### src/rtl/lsp.sv
// Load/store pipe: effective-address generation, one blocking data-memory transaction per op, load writeback.
// Optional LSP_MISALIGN_TRAP_EN: misaligned ops skip memory and report lsp_wb_exc instead of being aligned down.
module lsp #(
    parameter int unsigned AW = 64
) (
    input  logic          clk,
    input  logic          rst,
    input  logic [63:0]   ix_lsp_pc,
    input  logic [4:0]    ix_lsp_dst,
    input  logic          ix_lsp_wb_en,
    input  logic [63:0]   ix_lsp_base,
    input  logic [11:0]   ix_lsp_offset,
    input  logic [63:0]   ix_lsp_source,
    input  logic          ix_lsp_mem_sign,
    input  logic [1:0]    ix_lsp_mem_width,
    input  logic          ix_lsp_valid,
    output logic          ix_lsp_ready,
    output logic          lsp_ix_mem_busy,
    output logic          lsp_ix_mem_wb_en,
    output logic [4:0]    lsp_ix_mem_dst,
    output logic [AW-1:0] dm_req_addr,
    output logic          dm_req_wen,
    output logic [63:0]   dm_req_wdata,
    output logic [7:0]    dm_req_wmask,
    output logic          dm_req_valid,
    input  logic          dm_req_ready,
    input  logic [63:0]   dm_resp_rdata,
    input  logic          dm_resp_valid,
    output logic [63:0]   lsp_wb_pc,
    output logic [4:0]    lsp_wb_dst,
    output logic [63:0]   lsp_wb_result,
    output logic          lsp_wb_wb_en,
    output logic          lsp_wb_valid,
    output logic          lsp_wb_exc
);
    typedef enum logic [1:0] {S_IDLE, S_REQ, S_WAIT} state_e;

`ifdef LSP_MISALIGN_TRAP_EN
    localparam bit TRAP_EN = 1'b1;
`else
    localparam bit TRAP_EN = 1'b0;
`endif

    state_e      state_q, state_d;
    logic [63:0] pc_q, pc_d;
    logic [4:0]  dst_q, dst_d;
    logic        wb_en_q, wb_en_d;
    logic        sign_q, sign_d;
    logic [1:0]  width_q, width_d;
    logic [63:0] addr_q, addr_d;
    logic [63:0] wdata_q, wdata_d;
    logic [7:0]  wmask_q, wmask_d;
    logic [63:0] wb_pc_q, wb_pc_d;
    logic [4:0]  wb_dst_q, wb_dst_d;
    logic [63:0] wb_result_q, wb_result_d;
    logic        wb_wb_en_q, wb_wb_en_d;
    logic        wb_valid_q, wb_valid_d;
    logic        wb_exc_q, wb_exc_d;

    logic [63:0] eff, eff_al, src_rep, rd_shift, ld_data;
    logic [2:0]  size_m1;
    logic [7:0]  mask_base;
    logic        misalign;

    // Issue-side decode: effective address, alignment, replicated store data, lane mask.
    always_comb begin : issue_decode
        eff = ix_lsp_base + {{52{ix_lsp_offset[11]}}, ix_lsp_offset};
        case (ix_lsp_mem_width)
            2'd0: begin size_m1 = 3'd0; mask_base = 8'h01; src_rep = {8{ix_lsp_source[7:0]}};  end
            2'd1: begin size_m1 = 3'd1; mask_base = 8'h03; src_rep = {4{ix_lsp_source[15:0]}}; end
            2'd2: begin size_m1 = 3'd3; mask_base = 8'h0F; src_rep = {2{ix_lsp_source[31:0]}}; end
            default: begin size_m1 = 3'd7; mask_base = 8'hFF; src_rep = ix_lsp_source;       end
        endcase
        misalign = |(eff[2:0] & size_m1);
        eff_al   = {eff[63:3], eff[2:0] & ~size_m1};
    end

    // Response-side lane extraction and sign/zero extension; D ignores the sign flag.
    always_comb begin : load_align
        rd_shift = dm_resp_rdata >> {addr_q[2:0], 3'b000};
        case (width_q)
            2'd0:    ld_data = {{56{sign_q & rd_shift[7]}},  rd_shift[7:0]};
            2'd1:    ld_data = {{48{sign_q & rd_shift[15]}}, rd_shift[15:0]};
            2'd2:    ld_data = {{32{sign_q & rd_shift[31]}}, rd_shift[31:0]};
            default: ld_data = rd_shift;
        endcase
    end

    always_comb begin : next_state
        state_d     = state_q;
        pc_d        = pc_q;
        dst_d       = dst_q;
        wb_en_d     = wb_en_q;
        sign_d      = sign_q;
        width_d     = width_q;
        addr_d      = addr_q;
        wdata_d     = wdata_q;
        wmask_d     = wmask_q;
        wb_pc_d     = wb_pc_q;
        wb_dst_d    = wb_dst_q;
        wb_result_d = wb_result_q;
        wb_wb_en_d  = wb_wb_en_q;
        wb_valid_d  = 1'b0;
        wb_exc_d    = 1'b0;
        case (state_q)
            S_IDLE: begin
                if (ix_lsp_valid) begin
                    pc_d    = ix_lsp_pc;
                    dst_d   = ix_lsp_dst;
                    wb_en_d = ix_lsp_wb_en;
                    sign_d  = ix_lsp_mem_sign;
                    width_d = ix_lsp_mem_width;
                    addr_d  = eff_al;
                    wdata_d = src_rep;
                    wmask_d = mask_base << eff_al[2:0];
                    if (TRAP_EN && misalign) begin
                        wb_valid_d  = 1'b1;
                        wb_exc_d    = 1'b1;
                        wb_wb_en_d  = 1'b0;
                        wb_result_d = eff;
                        wb_pc_d     = ix_lsp_pc;
                        wb_dst_d    = ix_lsp_dst;
                    end else begin
                        state_d = S_REQ;
                    end
                end
            end
            S_REQ: begin
                if (dm_req_ready) state_d = S_WAIT;
            end
            S_WAIT: begin
                if (dm_resp_valid) begin
                    state_d     = S_IDLE;
                    wb_valid_d  = 1'b1;
                    wb_pc_d     = pc_q;
                    wb_dst_d    = dst_q;
                    wb_wb_en_d  = wb_en_q;
                    wb_result_d = wb_en_q ? ld_data : 64'd0;
                end
            end
            default: state_d = S_IDLE;
        endcase
    end

    always_ff @(posedge clk or posedge rst) begin
        if (rst) begin
            state_q     <= S_IDLE;
            pc_q        <= 64'd0;
            dst_q       <= 5'd0;
            wb_en_q     <= 1'b0;
            sign_q      <= 1'b0;
            width_q     <= 2'd0;
            addr_q      <= 64'd0;
            wdata_q     <= 64'd0;
            wmask_q     <= 8'd0;
            wb_pc_q     <= 64'd0;
            wb_dst_q    <= 5'd0;
            wb_result_q <= 64'd0;
            wb_wb_en_q  <= 1'b0;
            wb_valid_q  <= 1'b0;
            wb_exc_q    <= 1'b0;
        end else begin
            state_q     <= state_d;
            pc_q        <= pc_d;
            dst_q       <= dst_d;
            wb_en_q     <= wb_en_d;
            sign_q      <= sign_d;
            width_q     <= width_d;
            addr_q      <= addr_d;
            wdata_q     <= wdata_d;
            wmask_q     <= wmask_d;
            wb_pc_q     <= wb_pc_d;
            wb_dst_q    <= wb_dst_d;
            wb_result_q <= wb_result_d;
            wb_wb_en_q  <= wb_wb_en_d;
            wb_valid_q  <= wb_valid_d;
            wb_exc_q    <= wb_exc_d;
        end
    end

    // Hazard info and request fields decode directly from the state and latched op.
    assign ix_lsp_ready     = (state_q == S_IDLE);
    assign lsp_ix_mem_busy  = (state_q != S_IDLE);
    assign lsp_ix_mem_wb_en = lsp_ix_mem_busy & wb_en_q;
    assign lsp_ix_mem_dst   = dst_q;
    assign dm_req_valid     = (state_q == S_REQ);
    assign dm_req_addr      = addr_q[AW-1:0];
    assign dm_req_wen       = ~wb_en_q;
    assign dm_req_wdata     = wdata_q;
    assign dm_req_wmask     = wmask_q;
    assign lsp_wb_pc        = wb_pc_q;
    assign lsp_wb_dst       = wb_dst_q;
    assign lsp_wb_result    = wb_result_q;
    assign lsp_wb_wb_en     = wb_wb_en_q;
    assign lsp_wb_valid     = wb_valid_q;
    assign lsp_wb_exc       = wb_exc_q;
endmodule

### config.mk
export PLATFORM = sky130hd
export DESIGN_NAME = lsp
export DESIGN_NICKNAME = d
export VERILOG_FILES = /design/src/rtl/lsp.sv
export SDC_FILE = /design/constraint.sdc
export NUM_CORES = 1
export LEC_CHECK = 0
export CAP_MARGIN = 25
export CORE_AREA = 5 5 219 221
export CTS_CLUSTER_SIZE = 25
export DETAILED_ROUTE_END_ITERATION = 12
export DIE_AREA = 0 0 224 226
export DONT_BUFFER_PORTS = 1
export PLACE_DENSITY = 0.6
export SLEW_MARGIN = 40
export SYNTH_ARGS = -nofsm -noshare
export SYNTH_HDL_FRONTEND = slang
export SYNTH_SLANG_ARGS = --single-unit
### constraint.sdc
create_clock -name clk -period 11.7 [get_ports clk]
set_input_delay 1.17 -clock clk [delete_from_list [all_inputs] [get_ports clk]]
set_output_delay 1.17 -clock clk [all_outputs]
set_load 0.005 [all_outputs]
==> out/metrics.cfg, run 1 <==
[power]
power.share.sequential = 0.440
clock_network_fraction_of_design_power = 0.252
power_density_nw_per_um2 = 243
irDropWorstVdd_mv = 0.187
p_int_uw = 3010
power.net_switching_uw = 2040
netSwitchingFraction = 0.404
pwr-share-comb = 0.308
design_power_total_uw = 5060
static-leakage-power_uw = 0.00990

[sta]
layout_worst_path_cycle_share = 0.324
final-hold-violation-count = 0
slew_violations = 0
total_negative_setup_slack_ps = 0
finalSetupViolCount = 0
final_period_minus_worst_setup_slack_ps = 3790
timing.clock.skew_ps = 14.1
relSlewSlack = 0.482
rsz0062_at_grt = no
fmax_mhz = 264
tightest_slew_ps = 776

[yosys]
synth.avg_cell_area_um2 = 8.45
synth_sequential_area_ratio = 0.454
synth-edff-count = 0
ys_seq_elements = 346
synthesis.area_um2 = 19100
leading_register_cell_type_out_of_synthesis = sky130_fd_sc_hd__dfrtp_1
post_synth_inst_count = 2259
number_of_nets_produced_by_synthesis = 2605
synth-async-reset-ratio = 1.00
synth_warnings = 0
post_synth_num_cell_types = 70

[die]
start_util = 0.415
die-area_um2 = 50600
cell_rows = 79
core_area_um2 = 46000
num_io_pins = 564
die_y_um = 226
die_width_um = 224

[critical_path]
cp-endpoint = dm_req_addr[60]
worst_flop_to_flop_path_endpoint = lsp_wb_result[34]
timing.rr.start = dm_req_addr[0]
worst_reg2reg_setup_slack_ps = 8230
worst_r2r_path_depth = 9
cp-start-kind = primary input
worst-endpoint-required_ps = 12200
timing.critical_path.arrival_ps = 4290
critical_path_peak_fanout = 5
critPathCaptureType = flop
crit_path_start = ix_lsp_base[0]
worstSetupPathType = primary input to flop

[layout]
num-nets-final = 2521
mostFrequentLayoutCells = sky130_fd_sc_hd__nand2_1, sky130_fd_sc_hd__dfrtp_1, sky130_fd_sc_hd__o21ai_0
final.fill_count = 4567
area_of_the_multi_input_gates_um2 = 9790
ff_latch_area_um2 = 8660
drive_above_1_share = 0.0648
fin_area_um2 = 20800
syn2layout_area_growth_pct = 9.02
layout_utilization = 0.453
layout.cells.most_common = sky130_fd_sc_hd__nand2_1
num_antenna_cells = 0
final-instance-count-excl-fill = 2814

[place]
detailedPlacementHpwl_mm = 50.3
numPlacedInstances = 2739
placed_area_um2 = 19500
port_buffers = 0
gp_congestion = 0.948

[clock_network]
clkSinkCount = 346
cts_buffers = 41
clock_latency_ps = 570
cts-root-to-sink-buffers = 3
clock_tree.root_cell = sky130_fd_sc_hd__clkbuf_16
cts_max_level = 2
total_of_hold_buffers_inserted_after_clock_tree_synthesis = 0
cts.repair_timing.setup_buffer_count = 0
clkTransAtPathRegs_ps = 60
cts_resized = 0
clock_tree_from_tritoncts = built

[drt]
totalWireLength_mm = 68.2
ant_nets = 0
via_per_inst = 5.80
routed-via-count = 16330
wl_per_cell_um = 24.2
drc = 0
drtPass1Iterations = 5
detail_route.iter0.violations = 1456

[hold_path]
min_path_type = flop to flop
hp-start = pc_q[15]

[global_routing]
grt_antenna_before_repair = 3
grt-ovfl-total = 0
grt_start_max_net_pins = 104
gr-usage-all-layers = 0.255
via_count_of_the_first_global_routing_pass = 16014
grt_pass1_wl_mm = 101

[status]
outcome = completed

[flow_run]
maxCapViolCount = 0

## worst max-delay path: stages
cell and delay (ps):
sky130_fd_sc_hd__ha_1 160, sky130_fd_sc_hd__inv_1 60, sky130_fd_sc_hd__fa_1 400, sky130_fd_sc_hd__and2b_1 230
sky130_fd_sc_hd__o21ai_2 70, sky130_fd_sc_hd__a21oi_2 210, sky130_fd_sc_hd__nor2_2 90, sky130_fd_sc_hd__o211ai_4 230
sky130_fd_sc_hd__a31oi_2 170, sky130_fd_sc_hd__o31a_1 450, sky130_fd_sc_hd__nor4_4 340, sky130_fd_sc_hd__o31ai_2 130
sky130_fd_sc_hd__or4_1 490, sky130_fd_sc_hd__nand3_1 90
## through the flow
step | hold WS, ps | setup slack (ps)
2_1_floorplan | 439 | 937
3_3_place_gp | 446 | 7370
3_5_place_dp | 450 | 7350
4_1_cts | 464 | 7940
5_1_grt | 469 | 7700
6_report | 463 | 7910
## cells in the mapped netlist (3+ instances only)
master                     number  area share
sky130_fd_sc_hd__clkbuf_1     118       0.023
sky130_fd_sc_hd__and2_1         8      0.0026
sky130_fd_sc_hd__o22ai_1       11      0.0036
sky130_fd_sc_hd__a211o_1        3      0.0014
sky130_fd_sc_hd__a211oi_1      22      0.0087
sky130_fd_sc_hd__mux4_2         4      0.0047
sky130_fd_sc_hd__nor2b_1       18      0.0059
sky130_fd_sc_hd__xor2_1        23       0.011
sky130_fd_sc_hd__mux2i_1       72       0.038
sky130_fd_sc_hd__a21oi_1      154       0.040
sky130_fd_sc_hd__nand3_1       55       0.014
sky130_fd_sc_hd__ha_1          63       0.041
sky130_fd_sc_hd__inv_1         25      0.0049
sky130_fd_sc_hd__dfrtp_1      346        0.45
sky130_fd_sc_hd__nand2_1      711        0.14
sky130_fd_sc_hd__o31ai_1        8      0.0031
sky130_fd_sc_hd__and3_1         4      0.0013
sky130_fd_sc_hd__buf_2          5      0.0013
sky130_fd_sc_hd__nand4_1       17      0.0056
sky130_fd_sc_hd__mux2_2        32       0.019
sky130_fd_sc_hd__o21bai_1       9      0.0035
sky130_fd_sc_hd__nor2_1        88       0.017
sky130_fd_sc_hd__a31oi_1       17      0.0056
sky130_fd_sc_hd__a21o_1        51       0.020
sky130_fd_sc_hd__a22o_1        40       0.018
sky130_fd_sc_hd__buf_1         20      0.0039
sky130_fd_sc_hd__or3_1          7      0.0023
sky130_fd_sc_hd__o21a_1         7      0.0028
sky130_fd_sc_hd__and4_1         3      0.0014
sky130_fd_sc_hd__nand2b_1      16      0.0052
sky130_fd_sc_hd__o21ai_1        4      0.0010
sky130_fd_sc_hd__nor3_1        18      0.0047
sky130_fd_sc_hd__o21ai_0      202       0.053
sky130_fd_sc_hd__xnor2_1       33       0.015
## area by class of cell
cell class                 instances  area share
sequential                       346       0.416
tap                              607      0.0365
timing repair buffer              17     0.00788
multi-input combinational       1742       0.470
clock inverter                    20     0.00998
clock buffer                      55      0.0538
inverter                          27     0.00523
## logic make-up after synthesis
family / Yosys count / synth area share
AO/OA/AOI/OAI: 555 / 0.176
XOR/XNOR: 56 / 0.0257
adder cells (fa/ha/maj): 64 / 0.0424
buffers and inverters: 171 / 0.0342
flip-flops: 346 / 0.454
multiplexers: 108 / 0.0614
other: 1 / 0.000196
AND/OR/NAND/NOR: 958 / 0.206
## power groups by stage
stage | sequential [uW] | clock (uW) | combinational, uW
2_1_floorplan | 2000 | 0 | 1240
3_3_place_gp | 2240 | 0 | 1510
3_5_place_dp | 2250 | 0 | 1560
4_1_cts | 2230 | 1310 | 1560
5_1_grt | 2280 | 1360 | 1760
6_report | 2220 | 1270 | 1560
## layer usage
| metal | share of wire | global-route usage | vias up |
|---|---|---|---|
| li1 | - | - | 7578 |
| met1 | 0.39 | 0.316 | 7870 |
| met2 | 0.47 | 0.414 | 724 |
| met3 | 0.10 | 0.0924 | 154 |
| met4 | 0.041 | 0.0925 | 4 |
| met5 | 0.00048 | 0 | - |
## registers in the layout, summed over array words and instances (netlist names)
register        cells
dm_req_addr        64
dm_req_wdata       64
lsp_wb_pc          64
lsp_wb_result      64
pc_q               64
dm_req_wmask        8
lsp_ix_mem_dst      5
lsp_wb_dst          5
state_q             2
width_q             2
lsp_wb_valid        1
lsp_wb_wb_en        1
sign_q              1
wb_en_q             1
## worst min-delay path by stage
| stage | cells past startpoint | endpoint |
|---|---|---|
| floorplan | 2 | lsp_wb_pc[0] |
| global placement | 2 | lsp_wb_pc[6] |
| detailed placement | 2 | lsp_wb_pc[54] |
| CTS | 2 | lsp_wb_pc[50] |
| global route | 2 | lsp_wb_pc[50] |
| finish | 2 | lsp_wb_pc[15] |
(Power assumes the default switching activity.)
==> run 2: changes to the inputs <==
--- a/config.mk
+++ b/config.mk
@@ -11,7 +11,7 @@
 export DETAILED_ROUTE_END_ITERATION = 12
 export DIE_AREA = 0 0 224 226
 export DONT_BUFFER_PORTS = 1
-export PLACE_DENSITY = 0.6
+export PLACE_DENSITY = 0.62
 export SLEW_MARGIN = 40
 export SYNTH_ARGS = -nofsm -noshare
 export SYNTH_HDL_FRONTEND = slang
==> constraint.sdc (replaced) <==
create_clock -name clk -period 3.06 [get_ports clk]
set_input_delay 0.306 -clock clk [delete_from_list [all_inputs] [get_ports clk]]
set_output_delay 0.306 -clock clk [all_outputs]
set_load 0.005 [all_outputs]
==> run 2 against run 1 <==
  * Register-to-register slack lost 7800 ps
  * First-iteration DRC count grew 12%
  * Via count grew 6.0%
  * Die area is the same
  * Worst setup slack lost 7500 ps
  * Power grew to 4.0 times the previous value
  * Core utilization grew 4.4 points
  * Clock skew is essentially flat
  * Combinational power grew to 4.1 times the previous value
  * Largest cell class unchanged
==> out/metrics.cfg, run 2 (synthesized netlist as in run 1, its figures left out) <==
[sta]
final_period_minus_worst_setup_slack_ps = 2660
tightest_slew_ps = 804  ; was 776 ps
timing.clock.skew_ps = 14.1  ; about the same
layout_worst_path_cycle_share = 0.870
rsz0062_at_grt = no  ; unchanged
fmax_mhz = 376
final-hold-violation-count = 0  ; unchanged
slew_violations = 0  ; unchanged
relSlewSlack = 0.464  ; was 0.482
finalSetupViolCount = 0  ; unchanged
fin_ws_ps = 398  ; was 7910 ps

[critical_path]
crit_buf_inv = 1  ; unchanged
crit_family = compound AO/OA/AOI/OAI gates  ; unchanged
cp-start-kind = primary input  ; unchanged
critical_path_peak_fanout = 3  ; was 5
worst-endpoint-required_ps = 3570  ; was 12200 ps
worstSetupPathType = primary input to flop  ; unchanged
worstPathCellList = ha_1 > inv_1 > fa_1 > and2b_1 > o21ai_2 > a21oi_2 > nor2_2 > o211ai_4 > a31oi_2 > o31a_1 > nor4_4 > o31ai_2 > or4_1 > nand3_1  ; unchanged
critical_path.slowest_cell = sky130_fd_sc_hd__or4_1  ; unchanged
critPathCaptureType = flop  ; unchanged
critical-path-max-stage-delay_ps = 480  ; was 490 ps
timing.critical_path.arrival_ps = 3180  ; was 4290 ps

[clock_network]
cts_resized = 0  ; unchanged
clkSinkCount = 346  ; unchanged
cts.repair_timing.setup_buffer_count = 0  ; unchanged
clock_tree_from_tritoncts = built  ; unchanged
cts_max_level = 2  ; unchanged
clkTransAtPathRegs_ps = 60  ; about the same
cts-root-to-sink-buffers = 3  ; unchanged
total_of_hold_buffers_inserted_after_clock_tree_synthesis = 130  ; was 0
clock_latency_ps = 580  ; was 570 ps
cts_buffers = 42  ; was 41
clock_tree.root_cell = sky130_fd_sc_hd__clkbuf_16  ; unchanged

[global_routing]
gr-usage-all-layers = 0.269  ; was 0.255
grt-ovfl-total = 0  ; unchanged
grt_antenna_before_repair = 5  ; was 3
grt_pass1_wl_mm = 106  ; was 101 mm
grt_start_max_net_pins = 104  ; unchanged
via_count_of_the_first_global_routing_pass = 17097  ; was 16014

[drt]
drtPass1Iterations = 7  ; was 5
wl_per_cell_um = 23.6  ; was 24.2 um
via_per_inst = 5.75  ; was 5.80
detail_route.iter0.violations = 1630  ; was 1456
drc = 0  ; unchanged
totalWireLength_mm = 71.0  ; was 68.2 mm
ant_nets = 0  ; unchanged
routed-via-count = 17303  ; was 16330

[power]
power_density_nw_per_um2 = 881  ; was 243 nW/um2
static-leakage-power_uw = 0.0108  ; was 0.00990 uW
irDropWorstVdd_mv = 0.634  ; was 0.187 mV

[layout]
syn2layout_area_growth_pct = 19.6  ; was 9.02%
final-instance-count-excl-fill = 3009  ; was 2814
final.fill_count = 4282  ; was 4567
layout_utilization = 0.497  ; was 0.453
area_of_the_multi_input_gates_um2 = 9790  ; about the same
ff_latch_area_um2 = 8660  ; unchanged
layout.cells.most_common = sky130_fd_sc_hd__nand2_1  ; unchanged
num-nets-final = 2715  ; was 2521
mostFrequentLayoutCells = sky130_fd_sc_hd__nand2_1, sky130_fd_sc_hd__dfrtp_1, sky130_fd_sc_hd__o21ai_0  ; unchanged
drive_above_1_share = 0.0879  ; was 0.0648

[place]
gp_congestion = 0.953  ; was 0.948
dpl_worst_slack_ps = -128  ; was 7350 ps
numPlacedInstances = 2802  ; was 2739
port_buffers = 0  ; unchanged
detailedPlacementHpwl_mm = 51.9  ; was 50.3 mm

[die]
start_util = 0.415  ; unchanged
die_y_um = 226  ; unchanged
core_area_um2 = 46000  ; unchanged
cell_rows = 79  ; unchanged
die_width_um = 224  ; unchanged
num_io_pins = 564  ; unchanged
die-area_um2 = 50600  ; unchanged

[status]
outcome = completed  ; unchanged

[hold_path]
min_path_type = primary input to flop  ; was flop to flop

[flow_run]
maxCapViolCount = 0  ; unchanged

[run 2: cell types whose count changed in the layout (fill, tap and decap cells not counted), moves of 2 or more]
cell                            before  now
sky130_fd_sc_hd__buf_12              0   13
sky130_fd_sc_hd__buf_2               0    2
sky130_fd_sc_hd__buf_4               8   66
sky130_fd_sc_hd__buf_6               8    1
sky130_fd_sc_hd__clkbuf_1           10    6
sky130_fd_sc_hd__clkbuf_8            5   10
sky130_fd_sc_hd__clkinv_2           12    6
sky130_fd_sc_hd__clkinv_8            2    0
sky130_fd_sc_hd__clkinvlp_4          1    3
sky130_fd_sc_hd__diode_2             0    2
sky130_fd_sc_hd__dlygate4sd3_1       0  128
[run 2: worst paths after layout]
kind                                         from                to  slack [ps]  cells after the start
max in group asynchronous                     rst     lsp_wb_dst[3]        2030                      4
worst min register to register           pc_q[54]     lsp_wb_pc[54]         460                      2
worst max register to register         state_q[1]  dm_req_wdata[56]         470                      6
worst max-delay path               ix_lsp_base[0]   dm_req_addr[60]         400                     14
min in group asynchronous                     rst          pc_q[60]         260                      2
worst min-delay path            ix_lsp_source[12]  dm_req_wdata[12]           1                      2
[run 2: report_power, final]
group | switching [uW] | internal (uW) | total (uW) | leakage (uW)
combinational | 3920 | 2450 | 6370 | 0.00576
sequential | 1990 | 6540 | 8540 | 0.00437
clock | 2080 | 3130 | 5210 | 0.000711
total | 7990 | 12100 | 20100 | 0.0108
[run 2: metrics by stage]
stage / setup TNS, ps / hold WS [ps] / cell area [um2] / total power (uW)
after floorplan: -649260 / 411 / 19100 / 12400
after global placement: -290 / 415 / 20100 / 14500
after detailed placement: -508 / 225 / 20100 / 14700
after CTS: 0 / 3.44 / 22800 / 20300
after global routing: 0 / 14.5 / 22800 / 21500
final: 0 / 1.20 / 22800 / 20100
[run 2: final cells by class]
cell class,count,share of cell area
well taps,607,0.0333
multi-input cells,1742,0.429
clock inverters,17,0.0106
inverters,27,0.00460
repair buffers,210,0.0902
diodes,2,0.000219
clock buffers,58,0.0531
flip-flops and latches,346,0.379
[run 2: metal layers]
| layer | vias up | global-route usage | part of all wire |
|---|---|---|---|
| li1 | 7970 | - | - |
| met1 | 8368 | 0.330 | 0.39 |
| met2 | 801 | 0.437 | 0.47 |
| met3 | 158 | 0.0989 | 0.10 |
| met4 | 6 | 0.0968 | 0.040 |
| met5 | - | 0 | 0.00061 |
==> run 3: changes to the inputs <==
--- a/config.mk
+++ b/config.mk
@@ -5,13 +5,13 @@
 export SDC_FILE = /design/constraint.sdc
 export NUM_CORES = 1
 export LEC_CHECK = 0
-export CAP_MARGIN = 25
 export CORE_AREA = 5 5 219 221
 export CTS_CLUSTER_SIZE = 25
 export DETAILED_ROUTE_END_ITERATION = 12
 export DIE_AREA = 0 0 224 226
 export DONT_BUFFER_PORTS = 1
 export PLACE_DENSITY = 0.62
+export REMOVE_ABC_BUFFERS = 1
 export SLEW_MARGIN = 40
 export SYNTH_ARGS = -nofsm -noshare
 export SYNTH_HDL_FRONTEND = slang
==> run 3 against run 2 <==
  * Clock skew is 3.1 ps higher
  * Clock power hardly changed
  * Power hardly changed
  * Fmax is 6.0% lower
  * Hold slack better by 15 ps
  * Cell count is 0.20% higher
  * Critical path type unchanged
  * Critical endpoint unchanged
  * Largest power group unchanged
  * Highest routed layer unchanged
==> out/metrics.cfg, run 3 (synthesized netlist as in run 1, its figures left out) <==
[critical_path]
worstPathCellList = ha_1 > inv_1 > fa_1 > and2b_1 > o21ai_2 > a21oi_2 > nor2_2 > o211ai_4 > a31oi_2 > o31a_1 > nor4_4 > o31ai_2 > or4_1 > nand3_1  ; unchanged
worst_flop_to_flop_path_endpoint = dm_req_wdata[60]  ; was dm_req_wdata[56]
timing.critical_path.arrival_ps = 3330  ; was 3180 ps
timing.rr.start = state_q[1]  ; unchanged
worst-endpoint-required_ps = 3560  ; was 3570 ps
critical-path-max-stage-delay_ps = 490  ; was 480 ps
worstSetupPathType = primary input to flop  ; unchanged
critPathCaptureType = flop  ; unchanged
worst_r2r_path_depth = 7  ; was 6
cp-start-kind = primary input  ; unchanged
critical_path.slowest_cell = sky130_fd_sc_hd__or4_1  ; unchanged
critical_path_peak_fanout = 4  ; was 3
worst_reg2reg_setup_slack_ps = 280  ; was 470 ps

[layout]
mostFrequentLayoutCells = sky130_fd_sc_hd__nand2_1, sky130_fd_sc_hd__dfrtp_1, sky130_fd_sc_hd__o21ai_0  ; unchanged
layout.cells.most_common = sky130_fd_sc_hd__nand2_1  ; unchanged
fin_area_um2 = 22800  ; about the same
final.fill_count = 4271  ; was 4282
syn2layout_area_growth_pct = 19.5  ; was 19.6%
num-nets-final = 2719  ; was 2715
layout_utilization = 0.496  ; was 0.497
drive_above_1_share = 0.0877  ; was 0.0879

[place]
placed_area_um2 = 20100  ; about the same
port_buffers = 0  ; unchanged
gp_congestion = 0.938  ; was 0.953
dpl_worst_slack_ps = -333  ; was -128 ps
detailedPlacementHpwl_mm = 47.4  ; was 51.9 mm

[hold_path]
hold_depth = 2  ; unchanged
min_delay_worst_endpoint = dm_req_wdata[17]  ; was dm_req_wdata[12]
hp-start = ix_lsp_source[17]  ; was ix_lsp_source[12]
min_path_type = primary input to flop  ; unchanged

[clock_network]
cts_resized = 0  ; unchanged
clkTransAtPathRegs_ps = 60  ; about the same
cts.repair_timing.setup_buffer_count = 0  ; unchanged
clock_tree.root_cell = sky130_fd_sc_hd__clkbuf_16  ; unchanged
cts-root-to-sink-buffers = 3  ; unchanged
clock_latency_ps = 570  ; was 580 ps
clock_tree_from_tritoncts = built  ; unchanged
clkSinkCount = 346  ; unchanged
cts_max_level = 2  ; unchanged
total_of_hold_buffers_inserted_after_clock_tree_synthesis = 132  ; was 130
cts_buffers = 41  ; was 42

[sta]
final_period_minus_worst_setup_slack_ps = 2830  ; was 2660 ps
layout_worst_path_cycle_share = 0.925  ; was 0.870
tightest_slew_ps = 734  ; was 804 ps
final-hold-violation-count = 0  ; unchanged
timing.clock.skew_ps = 17.3  ; was 14.1 ps
rsz0062_at_grt = no  ; unchanged
fmax_mhz = 353  ; was 376 MHz
hold_ws_ps = 16.7  ; was 1.20 ps
fin_ws_ps = 228  ; was 398 ps
slew_violations = 0  ; unchanged
finalSetupViolCount = 0  ; unchanged
relSlewSlack = 0.511  ; was 0.464

[power]
p_int_uw = 12200  ; was 12100 uW
netSwitchingFraction = 0.393  ; was 0.397
clock_network_fraction_of_design_power = 0.258  ; was 0.259
pwr-share-comb = 0.321  ; was 0.317
power_density_nw_per_um2 = 882  ; was 881 nW/um2
power.net_switching_uw = 7900  ; was 7990 uW
irDropWorstVdd_mv = 0.624  ; was 0.634 mV
power.share.sequential = 0.421  ; was 0.424
static-leakage-power_uw = 0.0108  ; about the same

[drt]
routed-via-count = 17292  ; was 17303
ant_nets = 0  ; unchanged
drc = 0  ; unchanged
detail_route.iter0.violations = 1539  ; was 1630
via_per_inst = 5.74  ; was 5.75
wl_per_cell_um = 22.0  ; was 23.6 um
drtPass1Iterations = 5  ; was 7
totalWireLength_mm = 66.5  ; was 71.0 mm

[die]
die_y_um = 226  ; unchanged
core_area_um2 = 46000  ; unchanged
die_width_um = 224  ; unchanged
cell_rows = 79  ; unchanged
num_io_pins = 564  ; unchanged
start_util = 0.415  ; unchanged
die-area_um2 = 50600  ; unchanged

[global_routing]
grt_antenna_before_repair = 4  ; was 5
grt_start_max_net_pins = 85  ; was 104
grt-ovfl-total = 0  ; unchanged
grt_pass1_wl_mm = 101  ; was 106 mm
gr-usage-all-layers = 0.249  ; was 0.269
via_count_of_the_first_global_routing_pass = 16877  ; was 17097

[flow_run]
maxCapViolCount = 0  ; unchanged

[status]
outcome = completed  ; unchanged

## run 3: cell types whose count changed in the layout (fill, tap and decap cells not counted), moves of 2 or more
cell,before,now
sky130_fd_sc_hd__buf_4,66,73
sky130_fd_sc_hd__clkbuf_1,6,10
sky130_fd_sc_hd__buf_12,13,10
sky130_fd_sc_hd__clkinv_2,6,4
sky130_fd_sc_hd__dlygate4sd3_1,128,130
## run 3: worst max path at each step
| stage | from | endpoint | slack (ps) | depth (start not counted) |
|---|---|---|---|---|
| after floorplan | rst | dm_req_addr[0] | -6840 | 1 |
| after global placement | ix_lsp_base[0] | dm_req_addr[60] | -310 | 14 |
| after detailed placement | ix_lsp_base[0] | dm_req_addr[60] | -330 | 14 |
| after CTS | state_q[1] | dm_req_wdata[60] | 230 | 7 |
| after global routing | ix_lsp_base[0] | dm_req_addr[60] | 80 | 14 |
| final | ix_lsp_base[0] | dm_req_addr[60] | 230 | 14 |
## run 3: power groups by stage
stage / clock [uW] / combinational (uW) / sequential, uW
CTS: 5300 / 6440 / 8490
floorplan: 0 / 4430 / 8130
detailed placement: 0 / 6240 / 8540
global route: 5500 / 7240 / 8660
finish: 5190 / 6450 / 8480
global placement: 0 / 6060 / 8510
## run 3: routing by layer
layer  vias up  track usage  routed length, um
li1       7964            -                  -
met1      8318        0.320              26600
met2       836        0.403              31000
met3       170       0.0762               6280
met4         4       0.0866               2530
met5         -            0                 34
## run 3: critical path, delay by kind of cell
| kind | cells | cell delay [ps] |
|---|---|---|
| compound gates | 6 | 1080 |
| fa+ha+maj | 2 | 630 |
| buf+inv | 1 | 60 |
| simple gates | 5 | 1240 |
## run 3: metrics by stage
step | std cells | total power, uW | TNS, ps
final | 3015 | 20100 | 0
after global routing | 3015 | 21400 | 0
after CTS | 3013 | 20200 | 0
after detailed placement | 2805 | 14800 | -2180
after global placement | 2804 | 14600 | -1610
after floorplan | 2115 | 12600 | -3051650
## run 3: final cells by class
class                   count  area, um2  share of cell area
clock buffers              63       1250              0.0549
repair buffers            215       2060              0.0903
clock inverters            13        180             0.00790
inverters                  27        109             0.00477
flip-flops and latches    346       8660               0.380
well taps                 607        759              0.0333
multi-input cells        1742       9790               0.429
diodes                      2       5.00            0.000219
